===== config.mk =====
export PLATFORM = sky130hd
export DESIGN_NAME = muldiv_hilo_unit
export DESIGN_NICKNAME = d
export VERILOG_FILES = /design/src/rtl/muldiv_hilo_unit.sv
export SDC_FILE = /design/constraint.sdc
export NUM_CORES = 1
export LEC_CHECK = 0
export ABC_CLOCK_PERIOD_IN_PS = 10450
export BUFFER_PORTS_ARGS = -buffer_cell sky130_fd_sc_hd__clkbuf_2
export CAP_MARGIN = 20
export CELL_PAD_IN_SITES_DETAIL_PLACEMENT = 1
export CELL_PAD_IN_SITES_GLOBAL_PLACEMENT = 1
export CORE_MARGIN = 4
export CORE_UTILIZATION = 25
export CTS_CLUSTER_DIAMETER = 80
export DETAILED_ROUTE_END_ITERATION = 10
export GPL_ROUTABILITY_DRIVEN = 0
export PLACE_DENSITY_LB_ADDON = 0.25
export SLEW_MARGIN = 25
export SYNTH_ARGS = -nofsm -noshare
export SYNTH_HDL_FRONTEND = slang
export SYNTH_SLANG_ARGS = --single-unit

===== constraint.sdc =====
create_clock -name clock -period 10.45 [get_ports clock]
set_input_delay 1.5675 -clock clock [delete_from_list [all_inputs] [get_ports clock]]
set_output_delay 1.5675 -clock clock [all_outputs]
set_load 0.05 [all_outputs]

===== src/rtl/muldiv_hilo_unit.sv =====
// Iterative multiply/divide engine with architectural HI/LO registers.
// Shift-add multiply and restoring divide, one bit per cycle, sign fix-up at the end.
module muldiv_hilo_unit #(
  parameter int unsigned WIDTH = 32
) (
  input  logic             clock,
  input  logic             reset,
  input  logic             start,
  input  logic [1:0]       op,
  input  logic [WIDTH-1:0] a,
  input  logic [WIDTH-1:0] b,
  input  logic             wr_hi,
  input  logic             wr_lo,
  output logic             busy,
  output logic             done,
  output logic             div_zero,
  output logic [WIDTH-1:0] hi,
  output logic [WIDTH-1:0] lo
);

  localparam int unsigned CW = $clog2(WIDTH);

  typedef enum logic [1:0] {IDLE, RUN, FIX} state_e;

  state_e             state_q, state_d;
  logic [CW-1:0]      cnt_q, cnt_d;
  logic [2*WIDTH-1:0] acc_q, acc_d;
  logic [WIDTH-1:0]   opb_q, opb_d;
  logic [1:0]         op_q, op_d;
  logic               neg_q, neg_d;
  logic               rneg_q, rneg_d;
  logic               dz_q, dz_d;
  logic [WIDTH-1:0]   hi_q, hi_d;
  logic [WIDTH-1:0]   lo_q, lo_d;
  logic               busy_q, busy_d;
  logic               done_q, done_d;
  logic               dzero_q, dzero_d;

  logic               is_signed, a_neg, b_neg, b_is_zero;
  logic [WIDTH-1:0]   a_mag, b_mag;
  logic [WIDTH:0]     add_sum, rem_sh, sub_diff;
  logic [2*WIDTH-1:0] prod;
  logic [WIDTH-1:0]   quo, rem;

  // Operand magnitudes; the accumulator always works on unsigned values.
  assign is_signed = ~op[0];
  assign a_neg     = is_signed & a[WIDTH-1];
  assign b_neg     = is_signed & b[WIDTH-1];
  assign a_mag     = a_neg ? -a : a;
  assign b_mag     = b_neg ? -b : b;
  assign b_is_zero = (b == '0);

  // acc = {partial product, remaining multiplier} or {partial remainder, dividend/quotient}
  assign add_sum  = {1'b0, acc_q[2*WIDTH-1:WIDTH]} + (acc_q[0] ? {1'b0, opb_q} : '0);
  assign rem_sh   = acc_q[2*WIDTH-1:WIDTH-1];
  assign sub_diff = rem_sh - {1'b0, opb_q};
  assign prod     = neg_q ? -acc_q : acc_q;
  assign quo      = acc_q[WIDTH-1:0];
  assign rem      = acc_q[2*WIDTH-1:WIDTH];

  always_ff @(posedge clock or posedge reset) begin
    if (reset) begin
      state_q <= IDLE;
      cnt_q   <= '0;
      acc_q   <= '0;
      opb_q   <= '0;
      op_q    <= '0;
      neg_q   <= 1'b0;
      rneg_q  <= 1'b0;
      dz_q    <= 1'b0;
      hi_q    <= '0;
      lo_q    <= '0;
      busy_q  <= 1'b0;
      done_q  <= 1'b0;
      dzero_q <= 1'b0;
    end else begin
      state_q <= state_d;
      cnt_q   <= cnt_d;
      acc_q   <= acc_d;
      opb_q   <= opb_d;
      op_q    <= op_d;
      neg_q   <= neg_d;
      rneg_q  <= rneg_d;
      dz_q    <= dz_d;
      hi_q    <= hi_d;
      lo_q    <= lo_d;
      busy_q  <= busy_d;
      done_q  <= done_d;
      dzero_q <= dzero_d;
    end
  end

  always_comb begin
    state_d = state_q;
    cnt_d   = cnt_q;
    acc_d   = acc_q;
    opb_d   = opb_q;
    op_d    = op_q;
    neg_d   = neg_q;
    rneg_d  = rneg_q;
    dz_d    = dz_q;
    hi_d    = hi_q;
    lo_d    = lo_q;
    busy_d  = busy_q;
    done_d  = 1'b0;
    dzero_d = dzero_q;
    case (state_q)
      IDLE: begin
        if (start) begin
          acc_d   = {{WIDTH{1'b0}}, a_mag};
          opb_d   = b_mag;
          op_d    = op;
          neg_d   = a_neg ^ b_neg;
          rneg_d  = a_neg;
          dz_d    = op[1] & b_is_zero;
          dzero_d = 1'b0;
          busy_d  = 1'b1;
          cnt_d   = CW'(WIDTH - 1);
          state_d = (op[1] && b_is_zero) ? FIX : RUN;
        end else begin
          if (wr_hi) hi_d = a;
          if (wr_lo) lo_d = a;
        end
      end
      RUN: begin
        if (op_q[1]) begin
          // Restoring step: keep the subtraction only when it did not borrow.
          if (!sub_diff[WIDTH]) acc_d = {sub_diff[WIDTH-1:0], acc_q[WIDTH-2:0], 1'b1};
          else                  acc_d = {acc_q[2*WIDTH-2:0], 1'b0};
        end else begin
          acc_d = {add_sum, acc_q[WIDTH-1:1]};
        end
        if (cnt_q == '0) state_d = FIX;
        else             cnt_d   = cnt_q - CW'(1);
      end
      FIX: begin
        if (dz_q) begin
          dzero_d = 1'b1;
        end else if (op_q[1]) begin
          lo_d = neg_q  ? -quo : quo;
          hi_d = rneg_q ? -rem : rem;
        end else begin
          hi_d = prod[2*WIDTH-1:WIDTH];
          lo_d = prod[WIDTH-1:0];
        end
        busy_d  = 1'b0;
        done_d  = 1'b1;
        state_d = IDLE;
      end
      default: state_d = IDLE;
    endcase
  end

  assign busy     = busy_q;
  assign done     = done_q;
  assign div_zero = dzero_q;
  assign hi       = hi_q;
  assign lo       = lo_q;

endmodule


==> impl_metrics.ini <==
[worst_hold_path]
min_from = hi[16]
hold_path_depth = 2
hp-class = reg -> reg

[logic_synthesis]
synth_area_per_cell_um2 = 7.929
synth_edf_count = 0
synth.distinct_cells = 83
yosysWarnings = 0
synthCells = 1815
synth_seq_cells = 174
async_flop_share = 1.000
syn-cell-area_mm2 = 0.01439
synth_ff_type = dfrtp_1
synth_fp_nets = 1958
yosysSeqAreaShare = 0.3026

[die]
die_area_mm2 = 0.06147
floorplan.initialDensity = 0.2538
die_h_um = 247.9
core_mm2 = 0.05671
io_pins = 138
std_cell_rows = 87
die_w_um = 247.9

[final_layout]
finalNetCount = 2027
drive_gt1_frac = 0.1176
layout-area-overhead-vs-synth_pct = 13.72
multi_input_area_mm2 = 0.009445
instances_no_fill = 2653
nFillCells = 6846
register_area_mm2 = 0.004355
final_common_cell = nand2_1
diodes = 0
mostFrequentLayoutCells = nand2_1, o21ai_0, dfrtp_1, nor2_1, clkbuf_2

[worst_setup_path]
r2r-start = acc_q[31]
worstPathCellList = inv_1 -> ha_1 -> fa_1 -> nand2b_1 -> a21oi_1 -> nor3b_1 -> o21ba_2 -> o21ai_2 -> o221ai_1 -> nor2_4 -> mux2i_1 -> o211ai_1
ff2ff_setup_slack_ps = 6330
cp-startpoint = acc_q[31]
cp-end-kind = flip-flop
rr_worst_depth = 12
worstPathMaxFanout = 21
critPathSlowestCell = nor2_4
arrival_ps = 4490
start_kind = flip-flop
worstSetupPathType = reg -> reg
cp.required_ps = 10820
max_stage_delay_ps = 770

[clocking]
cts_resized = 0
clkTransAtPathRegs_ps = 80
cts_hold_buf = 0
cts_buffers = 17
clkSinkCount = 174
htree_levels = 4
cts_tree = yes
clockRootBuffer = clkbuf_16
post_cts_buffers = 0
clk_latency_ps = 500
cts_buffer_depth = 2

[routing]
via_count = 13754
drtAntennaViolNets = 0
wl_per_cell_um = 21.26
drc = 0
avgViaCountPerCell = 5.184
wl_mm = 56.40
drt_iter0_drc = 726
dr.pass1.iters = 5

[power_and_ir_drop]
p_leak_nw = 7.066
ir_drop_mv = 0.1797
power_density_mw_per_mm2 = 391.3

[timing]
max_freq_mhz = 242.6
period_needed_ps = 4122
holdWs_ps = 481.6
setup_slack_ps = 6328
drv_slew = 0
timing.final.crit_share = 0.3945
finClkSkew_ps = 13.39
tightest_slew_ps = 1022
rsz0062_at_grt = false
hold_viol = 0
fin_tns_setup_ps = 0
setup_violations = 0
slew_headroom = 0.3187

[global_route]
grt_use_total = 0.1841
grt_max_degree = 118
grt_first_pass_wirelength_mm = 86.63
gr-total-overflow = 0
grt_pass1_vias = 13861
antenna_found_initial = 1

[status]
status = finished, final reports clean

[job]
cap_violations = 0

[place]
hpwl_mm = 43.76
numPortBuffers = 137
dp_slack_ps = 6062
dp_cells = 2621
## worst max-delay path, delay by kind of cell (launching register included)
family                     cells  cell delay [ps]
AOI/OAI and AO/OA              5             1370
and+or+nand+nor                3             1070
adders and majority gates      2              630
DFF                            1              450
muxes                          1              350
buffers and inverters          1              120
## synth_stat cells, drive strengths merged, types with 5 or more instances
cell / instances / area share
a211oi: 12 / 0.0066
a21boi: 5 / 0.0026
a21o: 40 / 0.021
a21oi: 116 / 0.041
a22oi: 20 / 0.010
a31oi: 21 / 0.0091
a32oi: 6 / 0.0037
and2: 16 / 0.0070
and3: 11 / 0.0048
buf: 19 / 0.0067
clkbuf: 83 / 0.022
dfrtp: 174 / 0.30
ha: 70 / 0.061
inv: 58 / 0.015
mux2i: 55 / 0.038
nand2: 243 / 0.063
nand2b: 29 / 0.013
nand3: 35 / 0.013
nand4: 13 / 0.0057
nor2: 141 / 0.037
nor2b: 15 / 0.0065
nor3: 38 / 0.014
nor4: 20 / 0.011
o211ai: 22 / 0.011
o21a: 7 / 0.0037
o21ai: 219 / 0.076
o21bai: 5 / 0.0026
o221ai: 10 / 0.0061
o31ai: 35 / 0.018
o41ai: 10 / 0.0077
or3: 21 / 0.0091
or4: 16 / 0.0091
xnor2: 93 / 0.057
xor2: 73 / 0.044
## flip-flops by register name (all words and copies together) (netlist names), 2 cells and up
signal and cells:
state_q 2, lo 32, cnt_q 5, opb_q 32, hi 32, acc_q 64
## layout make-up
class / instances / area share
clock buffer: 19 / 0.02706
inverter: 59 / 0.01399
multi-input combinational: 1480 / 0.5771
tap: 756 / 0.05780
clock inverter: 13 / 0.009098
sequential: 174 / 0.2661
timing repair buffer: 152 / 0.04878
## kinds of logic after synthesis
group                    share of synthesized area
AND/OR/NAND/NOR                             0.2062
XOR/XNOR                                    0.1010
adder cells (fa/ha/maj)                    0.06364
multiplexers                               0.03904
buffers and inverters                      0.04373
flip-flops                                  0.3026
AO/OA/AOI/OAI                               0.2438
## layer usage
metal,wire (um),global-route usage,up-vias
li1,-,-,6667
met1,27890,0.2624,6761
met2,25140,0.2928,279
met3,2332,0.02377,47
met4,1044,0.05077,0
met5,0,0,-
## per-stage QoR
stage / util / power (mW) / area (um2)
after floorplan: - / 4.447 / 14390
after CTS: 0.2885 / 6.436 / 16360
after detailed placement: 0.2781 / 5.716 / 15770
after global placement: 0.2780 / 5.633 / 15770
final: 0.2886 / 6.403 / 16370
after global routing: 0.2886 / 6.927 / 16370
## power breakdown
part / switching [mW] / internal, mW / total, mW
registers: 0.445 / 0.992 / 1.44
logic: 2.80 / 1.48 / 4.28
clock network: 0.341 / 0.344 / 0.685
## final timing paths
kind                              to
max                        acc_q[61]
min                           hi[16]
max reg2reg                acc_q[61]
min reg2reg                   hi[16]
max in group asynchronous     hi[21]
min in group asynchronous   div_zero
Note: power is estimated with default switching activity, not from simulation.
